File: src/rtl/instr_encoder.sv
// RV32I instruction encoder: turns field-level requests into 32-bit words and
// queues them in a 4-entry FIFO. Optional illegal-request filter: INSTR_ENC_ILLEGAL_CHECK_EN.
module instr_encoder (
  input  logic        clk,
  input  logic        reset,
  input  logic        req_valid,
  output logic        req_ready,
  input  logic [2:0]  req_class,
  input  logic [2:0]  req_func3,
  input  logic        req_func7b5,
  input  logic [4:0]  req_rd,
  input  logic [4:0]  req_rs1,
  input  logic [4:0]  req_rs2,
  input  logic [11:0] req_imm,
  output logic        out_valid,
  input  logic        out_ready,
  output logic [31:0] out_instr,
  output logic [2:0]  count,
  output logic        out_err
);

  localparam logic [6:0]  OP_R      = 7'b0110011;
  localparam logic [6:0]  OP_I      = 7'b0010011;
  localparam logic [6:0]  OP_LOAD   = 7'b0000011;
  localparam logic [6:0]  OP_STORE  = 7'b0100011;
  localparam logic [6:0]  OP_BRANCH = 7'b1100011;
  localparam logic [31:0] NOP_WORD  = 32'h0000_0013;

  logic [31:0] enc_word;
  logic [31:0] mem [4];
  logic [1:0]  wr_ptr;
  logic [1:0]  rd_ptr;
  logic        accept;
  logic        pop;
  logic        wr_en;

  always_comb begin
    enc_word = NOP_WORD;
    case (req_class)
      3'd0: enc_word = {(req_func7b5 ? 7'b0100000 : 7'b0000000), req_rs2, req_rs1,
                        req_func3, req_rd, OP_R};
      3'd1: begin
        // shift-immediates carry the SRAI select in the upper funct7 bits
        if (req_func3 == 3'b001 || req_func3 == 3'b101)
          enc_word = {1'b0, req_func7b5, 5'b00000, req_imm[4:0], req_rs1,
                      req_func3, req_rd, OP_I};
        else
          enc_word = {req_imm, req_rs1, req_func3, req_rd, OP_I};
      end
      3'd2: enc_word = {req_imm, req_rs1, req_func3, req_rd, OP_LOAD};
      3'd3: enc_word = {req_imm[11:5], req_rs2, req_rs1, req_func3, req_imm[4:0], OP_STORE};
      3'd4: enc_word = {req_imm[11], req_imm[9:4], req_rs2, req_rs1, req_func3,
                        req_imm[3:0], req_imm[10], OP_BRANCH};
      default: enc_word = NOP_WORD;
    endcase
  end

  // Ready is forced low while reset is held so nothing is taken during reset.
  assign req_ready = !reset && (count < 3'd4);
  assign out_valid = (count != 3'd0);
  assign accept    = req_valid && req_ready;
  assign pop       = out_valid && out_ready;
  assign out_instr = out_valid ? mem[rd_ptr] : 32'h0000_0000;

`ifdef INSTR_ENC_ILLEGAL_CHECK_EN
  logic illegal;

  always_comb begin
    illegal = 1'b0;
    case (req_class)
      3'd2:    illegal = (req_func3 == 3'b011) || (req_func3 == 3'b110) || (req_func3 == 3'b111);
      3'd3:    illegal = (req_func3 >= 3'b011);
      3'd4:    illegal = (req_func3 == 3'b010) || (req_func3 == 3'b011);
      3'd5,
      3'd6,
      3'd7:    illegal = 1'b1;
      default: illegal = 1'b0;
    endcase
  end

  // Illegal requests complete the handshake but never reach the queue.
  assign wr_en = accept && !illegal;

  always_ff @(posedge clk or posedge reset) begin
    if (reset)
      out_err <= 1'b0;
    else if (accept && illegal)
      out_err <= 1'b1;
  end
`else
  assign wr_en   = accept;
  assign out_err = 1'b0;
`endif

  always_ff @(posedge clk or posedge reset) begin
    if (reset) begin
      count  <= 3'd0;
      wr_ptr <= 2'd0;
      rd_ptr <= 2'd0;
    end else begin
      if (wr_en)
        wr_ptr <= wr_ptr + 2'd1;
      if (pop)
        rd_ptr <= rd_ptr + 2'd1;
      case ({wr_en, pop})
        2'b10:   count <= count + 3'd1;
        2'b01:   count <= count - 3'd1;
        default: count <= count;
      endcase
    end
  end

  always_ff @(posedge clk) begin
    if (wr_en)
      mem[wr_ptr] <= enc_word;
  end

endmodule

File: config.mk
export PLATFORM = sky130hd
export DESIGN_NAME = instr_encoder
export DESIGN_NICKNAME = d
export VERILOG_FILES = /design/src/rtl/instr_encoder.sv
export SDC_FILE = /design/constraint.sdc
export NUM_CORES = 1
export LEC_CHECK = 0
export ABC_CLOCK_PERIOD_IN_PS = 1900
export CAP_MARGIN = 10
export CELL_PAD_IN_SITES_DETAIL_PLACEMENT = 1
export CELL_PAD_IN_SITES_GLOBAL_PLACEMENT = 2
export CORE_MARGIN = 2
export CORE_UTILIZATION = 37
export CTS_BUF_LIST = sky130_fd_sc_hd__clkbuf_8
export DETAILED_ROUTE_END_ITERATION = 8
export GPL_TIMING_DRIVEN = 1
export PLACE_DENSITY = 0.78
export SLEW_MARGIN = 5
export SYNTH_ARGS = -nofsm -noshare
export SYNTH_HDL_FRONTEND = slang
export SYNTH_SLANG_ARGS = --single-unit
File: constraint.sdc
create_clock -name clk -period 1.9 [get_ports clk]
set_input_delay 0.38 -clock clk [delete_from_list [all_inputs] [get_ports clk]]
set_output_delay 0.38 -clock clk [all_outputs]
set_load 0.01 [all_outputs]
== Word-level counts from Yosys, hierarchy flattened ==
Memories as Yosys holds them, arrays and structs flattened.
Cells that the tools add are included.
Storage, ports and cells
  flip-flop bits (word level): 7
  output and inout bits: 38
  memories: 1
  word-level logic and storage cells: 32
  bits of input ports: 38
  bits in writable memories: 128
Operators by class
  $add $sub $neg: 4
  magnitude comparators: 1
  mux-type cells: 7
  eq/ne operators: 8
  reductions and logical operators: 8
Memory list
  mem: words 4, width 32, read ports 1, clocked after Yosys merged registers in 0, wr ports 1, RTL line 30  | logic [31:0] mem [4];
Operators by type and width (number)
  32-bit one-hot mux with 5 select lines: 1
  32-bit two-way mux: 2
  3-bit by 1-bit equality test with 1-bit output, second input constant: 2
  3-bit by 2-bit equality test with 1-bit output, second input constant: 2
  3-bit equality test, second input constant: 2
  6-bit two-way mux: 1
  3-bit one-hot mux with 2 select lines: 1
  2-bit by 1-bit adder with 2-bit output, second input constant: 2
  3-bit by 1-bit adder with 3-bit output, second input constant: 1
  1-bit logical AND: 3
  3-bit zero test: 1
  3-bit less-than comparator, second input constant: 1
  3-bit nonzero test: 1
  3-bit by 1-bit subtractor with 3-bit output, second input constant: 1
  2-bit by 1-bit equality test with 1-bit output, second input constant: 1
  2-bit equality test, second input constant: 1
  1-bit two-way mux: 2
  2-bit nonzero test: 1
  1-bit zero test: 1
  1-bit logical OR: 1

== Logic depth before layout (Yosys ltp) ==
Gate-level depths: netlist of run 1.
  word-level depth: 5
  gate-level depth with buffers: 9
  gate-level depth less buffers: 9

== Worst setup path after synthesis of run 1 ==
OpenSTA, ideal clock, no wires.
  path kind: reg-to-reg
  from: register count[2]
  to: memory mem[0][10] (enable)
  library setup time: 0.388 ns
  clock period less this slack: 1.927 ns
  cell stages (with the launch flop): 3
  path slack: -0.027 ns
  buffers on the path: 0
  data arrival time: 1.539 ns
  data required time: 1.512 ns
  path through: dfrtp_1 -> nor2_1 -> and3_1
On the way
  longest elaborated chain between the ends: 5
Ends and longest elaborated chain
  from (decl): RTL line 18  | output logic [2:0] count,
  from (signal assigned): RTL line 106  | 2'b10: count <= count + 3'd1;
  from (signal assigned): RTL line 107  | 2'b01: count <= count - 3'd1;
  from (signal assigned): RTL line 108  | default: count <= count;
  3-bit less-than comparator: RTL line 59  | assign req_ready = !reset && (count < 3'd4);
  1-bit logical AND: RTL line 59
  net req_ready: RTL line 7  | output logic req_ready,
  1-bit logical AND: RTL line 61  | assign accept = req_valid && req_ready;
  1-bit two-way mux: RTL line 114  | if (wr_en)
  1-bit two-way mux (not written as such): RTL line 115  | mem[wr_ptr] <= enc_word;
  to (decl): RTL line 30
The timed path passes the listed nets, and every way through them passes these cells.

== Worst setup path after layout of run 1 ==
  from: register rd_ptr[0]
  to: output port out_instr[4]
On the way
  longest elaborated chain between the ends: 2
Ends and longest elaborated chain
  from (decl): RTL line 32  | logic [1:0] rd_ptr;
  from (signal assigned): RTL line 104  | rd_ptr <= rd_ptr + 2'd1;
  memory read 4 x 32 bit
  32-bit two-way mux: RTL line 63  | assign out_instr = out_valid ? mem[rd_ptr] : 32'h0000_0000;
  to (decl): RTL line 17  | output logic [31:0] out_instr,
Every way passes these cells.

==> results of run 1 <==
[timing repair]
action | CTS | global route
setup endpoints to repair | 34 | 34
gates resized for setup | 167 | 21
gates cloned | 3 | 0
setup buffers | 17 | 5
endpoints found under the hold margin | 0 | 0
pin swaps | 35 | 6
[critical path, stage by stage (launching register included)]
cell and delay, ps:
dfrtp_2 480, buf_12 150, buf_8 100, mux4_2 500, and2_1 150, buf_2 130
[power by group through the flow]
stage / Clock (uW) / Combinational, uW / Sequential (uW)
3_5_place_dp: 0 / 3680 / 3330
6_report: 2360 / 4180 / 3290
3_3_place_gp: 0 / 3630 / 3310
5_1_grt: 2480 / 4500 / 3310
4_1_cts: 2400 / 4020 / 3280
2_1_floorplan: 0 / 1950 / 3310
[routing by layer]
layer	up-vias	share of wire, %
met4	0	1.8
met5	-	0
li1	1452	-
met3	18	4.9
met1	1630	42
met2	102	51
[logic make-up (layout without fill, tap and decap cells)]
group / Yosys count / after routing
adder cells (fa/ha/maj): 6 / 6
AO/OA/AOI/OAI: 39 / 39
other: 1 / 3
multiplexers: 35 / 35
XOR/XNOR: 6 / 6
flip-flops: 119 / 119
AND/OR/NAND/NOR: 68 / 70
buffers and inverters: 29 / 181
[registers in the layout, summed over array words and instances (netlist names)]
signal and flops:
rd_ptr 2, wr_ptr 2, mem 112, count 3
[layout make-up]
type | instances | area share (%)
clock inverter | 15 | 2.51
tap | 180 | 3.14
inverter | 8 | 0.418
timing repair buffer | 141 | 19.1
clock buffer | 17 | 3.26
sequential | 119 | 49.3
multi-input combinational | 159 | 22.3
[layout by cell type, fill, tap and decap left out, types with 10 or more instances in the layout]
| master | instances |
|---|---|
| edfxtp_1 | 112 |
| buf_4 | 47 |
| clkdlybuf4s50_1 | 38 |
| mux4_2 | 28 |
| buf_6 | 27 |
| and2_1 | 22 |
| clkbuf_8 | 17 |
| and2_4 | 16 |
| a21oi_1 | 15 |
| buf_2 | 13 |
| buf_12 | 10 |
[through the flow]
stage | power [uW] | hold WS, ps | setup TNS, ps
CTS | 9700 | 226 | -11600
finish | 9820 | 248 | -10370
global placement | 6930 | 552 | -17140
floorplan | 5250 | 183 | 0
detailed placement | 7010 | 572 | -20740
global route | 10300 | 270 | -12620
[how the worst max path moves through the flow]
| stage | from | endpoint | cells after the start |
|---|---|---|---|
| after global placement | rd_ptr[0] | out_instr[8] | 4 |
| after global routing | rd_ptr[0] | out_instr[4] | 5 |
| after CTS | rd_ptr[0] | out_instr[12] | 5 |
| after floorplan | count[2] | count[2] | 9 |
| after detailed placement | reset | count[2] | 10 |
| final | rd_ptr[0] | out_instr[4] | 5 |
==> results.cfg, run 1 <==
[yosys]
synth_compound_area_share_pct = 4.72
synth_edf_count = 112
synth-simple-area-share_pct = 8.05
yosys.area.top_type = edfxtp_1
syn_inst = 303
syn_area_mm2 = 0.00523
synthAdderAreaFrac_pct = 1.58
yosys_warnings = 0
synthFlopType = edfxtp_1
post_synth.cell_area_avg_um2 = 17.2
synth.area.mux_share_pct = 13.5
yosysMostFrequentCell = edfxtp_1
synthXorXnorAreaFrac_pct = 1.01
synthTopCellsByCount = 112 x edfxtp_1, 37 x and2_1, 28 x mux4_2, 15 x a21oi_1, 8 x buf_4
yosysSeqAreaShare_pct = 67.7
synth-seq-cells = 119
async_reset_ff_share_pct = 5.88
synth_top_family_by_area = multiplexers
synth_area_leaders = edfxtp_1 64%, mux4_2 12%, and2_1 4.4%, dfrtp_1 3.4%, a21oi_1 1.4%
synth_top_cell_area_share_pct = 64.4
ys_types = 37

[clock_network]
htree_levels = 4
cts.reportedPaths.clkPinSlew_ps = 70
clockBufferDepth = 2
clock_latency_ps = 430
cts_buffers = 17
cts_tree = built
cts-root-buf = clkbuf_8
cts_sinks = 119
cts_hold_buf = 0

[worst_setup_path]
r2r_end = count[2]
worstPathMaxFanout = 5
required_ps = 1520
r2r_setup_slack_ps = -160
rr_startpoint = count[0]
critPathKind = flop to primary output
reg2reg_depth = 9
cp-start-kind = flop
cp.arrival_ps = 1940
end_kind = primary output

[floorplanning]
top_level_ports = 76
row_count = 43
start_util_pct = 37.8
dieArea_mm2 = 0.0151
core_area_mm2 = 0.0138
die_w_um = 123
fp.dieH_um = 123

[route]
firstDrtPassIters = 4
drc = 0
wl_per_cell_um = 19.6
via_count = 3202
drt_wl_total_mm = 12.5
dr.first_iter.drc_count = 171
ant_nets = 0
vias_per_cell = 5.01

[power]
switchingPower_uw = 2910
pwr_density_cell_mw_per_mm2 = 1370
ir_drop_mv = 0.622
p_leak_uw = 0.00265
swShare_pct = 29.7
pwr-share-seq_pct = 33.5
internal-power_uw = 6910
power_frac_comb_pct = 42.5
clockPowerShare_pct = 24.0

[layout]
fin_area_mm2 = 0.00718
fillers = 1348
fin_util_pct = 51.9
drive_gt1_share_pct = 42.3
fin_cells = 639
seq_area_mm2 = 0.00354
layout.nets = 490
multi_input_area_mm2 = 0.00160
area_growth_pct = 37.4
antenna_cells = 0

[global_route]
grt_pass1_vias = 3553
grt_pass1_wl_mm = 19.5
grt_max_degree = 19
grt_antenna_before_repair = 0
met1_usage_pct = 22.6
grt_overflow = 0
gr-usage-all-layers_pct = 18.0
grt_util_met3_pct = 3.67
grt_most_used_layer = met2
grt_use_met2_pct = 30.6

[sta]
fin_ws_ps = -419
finalSetupViolCount = 30
slew_headroom_pct = 60.8
worst_pin_slew_ps = 582
fin_crit_ps = 2320
finalClockSkew_ps = 9.37
rsz0062_at_grt = yes
timing.fmax_mhz = 431
finalHoldViolCount = 0
slew_viol_final = 0
fin_crit_sh_pct = 122

[flow_run]
drv_cap = 0

[placed_design]
place.port_buffers = 72
dp_slack_ps = -363
dp.cells = 587
place_area_mm2 = 0.00656
gp_congestion = 0.797
hpwl_mm = 8.15

[worst_hold_path]
min_path_type = input port to asynchronous set/reset pin

[status]
outcome = finished, violations left
violations = negative setup slack
(Power assumes the default switching activity.)
==> run 2: changes to the inputs <==
ABC_CLOCK_PERIOD_IN_PS = 2200   (was 1900)
CORE_UTILIZATION = 41   (was 37)
PLACE_DENSITY = 0.82   (was 0.78)
SKIP_LAST_GASP = 1   (was not set)
clock period = 2.2 ns   (was 1.9 ns; I/O delays follow)
==> run 2 against run 1 <==
The flow still finishes with violations (negative setup slack). Setup slack better by 230 ps. Utilization rose by 2.7 points. Global-route usage grew 1.0 points. Via count is 4.7% lower. Sequential share of layout area is 2.5 points higher. Critical path type unchanged. Highest routed layer unchanged.
==> results.cfg, run 2 (same netlist as run 1, synthesis figures left out) <==
[floorplanning]
die_w_um = 117
start_util_pct = 41.7
core_area_mm2 = 0.0125
fp.dieH_um = 117
dieArea_mm2 = 0.0137
row_count = 41
top_level_ports = 76

[sta]
fin_crit_ps = 2380
slew_headroom_pct = 65.5
finalHoldViolCount = 0
slew_viol_final = 0
holdWs_ps = 273
finalClockSkew_ps = 9.33
fin_ws_ps = -185
setup_tns_ps = -3790
finalSetupViolCount = 28
timing.fmax_mhz = 419
worst_pin_slew_ps = 512
fin_crit_sh_pct = 108
rsz0062_at_grt = yes

[flow_run]
drv_cap = 0

[worst_setup_path]
rr_startpoint = count[0]
critPathKind = flop to primary output
worstPathMaxFanout = 6
r2r_setup_slack_ps = 100
cp_top_family = multiplexers
cp-start-kind = flop
cp_num_buf_inv = 3
cp.arrival_ps = 1940
reg2reg_depth = 8
cpMostUsedCell = buf_6
slowest_stage = mux4_2
r2r_end = count[2]
crit_chain = buf_6, buf_12, mux4_2, and2_4, buf_6
required_ps = 1760
slowest_delay_ps = 500
end_kind = primary output

[clock_network]
cts-root-buf = clkbuf_8
cts.reportedPaths.clkPinSlew_ps = 70
clockBufferDepth = 2
cts_hold_buf = 0
cts_buffers = 17
cts_tree = built
cts_sinks = 119
htree_levels = 4
clock_latency_ps = 430

[layout]
largest_register_ffs = 112
antenna_cells = 0
fin_cells = 599
fin_area_mm2 = 0.00684
largest_registers = mem: 112 flops, count: 3 flops
top_register = mem
drive_gt1_share_pct = 35.1
mostFrequentLayoutCell = edfxtp_1
fillers = 1237
final_cell_mix = 112 x edfxtp_1, 40 x clkdlybuf4s50_1, 28 x mux4_2, 23 x and2_1, 23 x buf_4
layout.nets = 458
area_growth_pct = 30.9

[power]
clockPowerShare_pct = 24.5
internal-power_uw = 5740
p_leak_uw = 0.00245
switchingPower_uw = 2420
pwr_density_cell_mw_per_mm2 = 1190
power_frac_comb_pct = 40.5
pwr-share-seq_pct = 35.1
swShare_pct = 29.7
ir_drop_mv = 0.472

[route]
firstDrtPassIters = 4
wl_per_cell_um = 19.8
ant_nets = 0
vias_per_cell = 5.10
drc = 0
drt_wl_total_mm = 11.9
via_count = 3052
dr.first_iter.drc_count = 183

[global_route]
grt_overflow = 0
grt_pass1_wl_mm = 18.2
grt_pass1_vias = 3321
gr-usage-all-layers_pct = 19.0
grt_antenna_before_repair = 0
grt_max_degree = 30

[status]
outcome = finished, violations left
violations = negative setup slack

[placed_design]
gp_congestion = 0.793
place_area_mm2 = 0.00631
place.port_buffers = 72
dp_slack_ps = -92.4
hpwl_mm = 7.09
dp.cells = 555

[worst_hold_path]
min_path_type = input port to asynchronous set/reset pin
==> run 2: changes by cell type in the layout (fill, tap and decap cells not counted), moves of 2 or more <==
| cell | change |
|---|---|
| and3_2 | -4 |
| clkdlybuf4s50_1 | +2 |
| buf_6 | -10 |
| dlygate4sd2_1 | +3 |
| buf_12 | -2 |
| buf_2 | +2 |
| buf_4 | -24 |
| and3_1 | +4 |
| clkinvlp_4 | +2 |
==> run 2: layout make-up <==
class / count / area, um2 / area share [%]
Sequential cell: 119 / 3540 / 51.8
Multi-Input combinational cell: 159 / 1580 / 23.0
Clock buffer: 17 / 234 / 3.42
Clock inverter: 15 / 179 / 2.62
Tap cell: 172 / 215 / 3.15
Inverter: 8 / 30.0 / 0.439
Timing Repair Buffer: 109 / 1060 / 15.6
==> run 2: metrics by stage <==
step	util (%)	total power [uW]
after CTS	54.2	8060
after global placement	50.4	5880
final	54.6	8160
after detailed placement	50.4	5930
after floorplan	-	4540
after global routing	54.6	8590
==> run 2: worst max-delay path by stage <==
stage	start	end	depth (start not counted)
detailed placement	reset	count[2]	10
finish	rd_ptr[0]	out_instr[10]	5
floorplan	count[2]	mem[0][10]	2
global route	rd_ptr[0]	out_instr[14]	5
global placement	req_class[1]	mem[0][22]	7
CTS	rd_ptr[0]	out_instr[21]	5
==> run 2: per-layer routing <==
layer	part of all wire [%]	wire [um]	GRT usage (%)
met2	51	6080	31.4
met5	0	0	0
met1	42	5030	23.8
met4	1.6	191	7.92
met3	4.7	553	4.94
==> run 2: power groups by stage <==
stage	clock network [uW]	logic (uW)	registers, uW
final	2000	3300	2860
after global routing	2140	3570	2880
after CTS	2050	3170	2850
after detailed placement	0	3060	2870
after global placement	0	3030	2850
after floorplan	0	1680	2860
==> run 2: timing repair <==
item | CTS | global route
gates cloned | 2 | 1
endpoints found under the hold margin | 0 | 0
buffers inserted | 9 | 1
pin swaps | 1 | 19
resized for setup | 133 | 21
setup endpoints to repair | 32 | 30
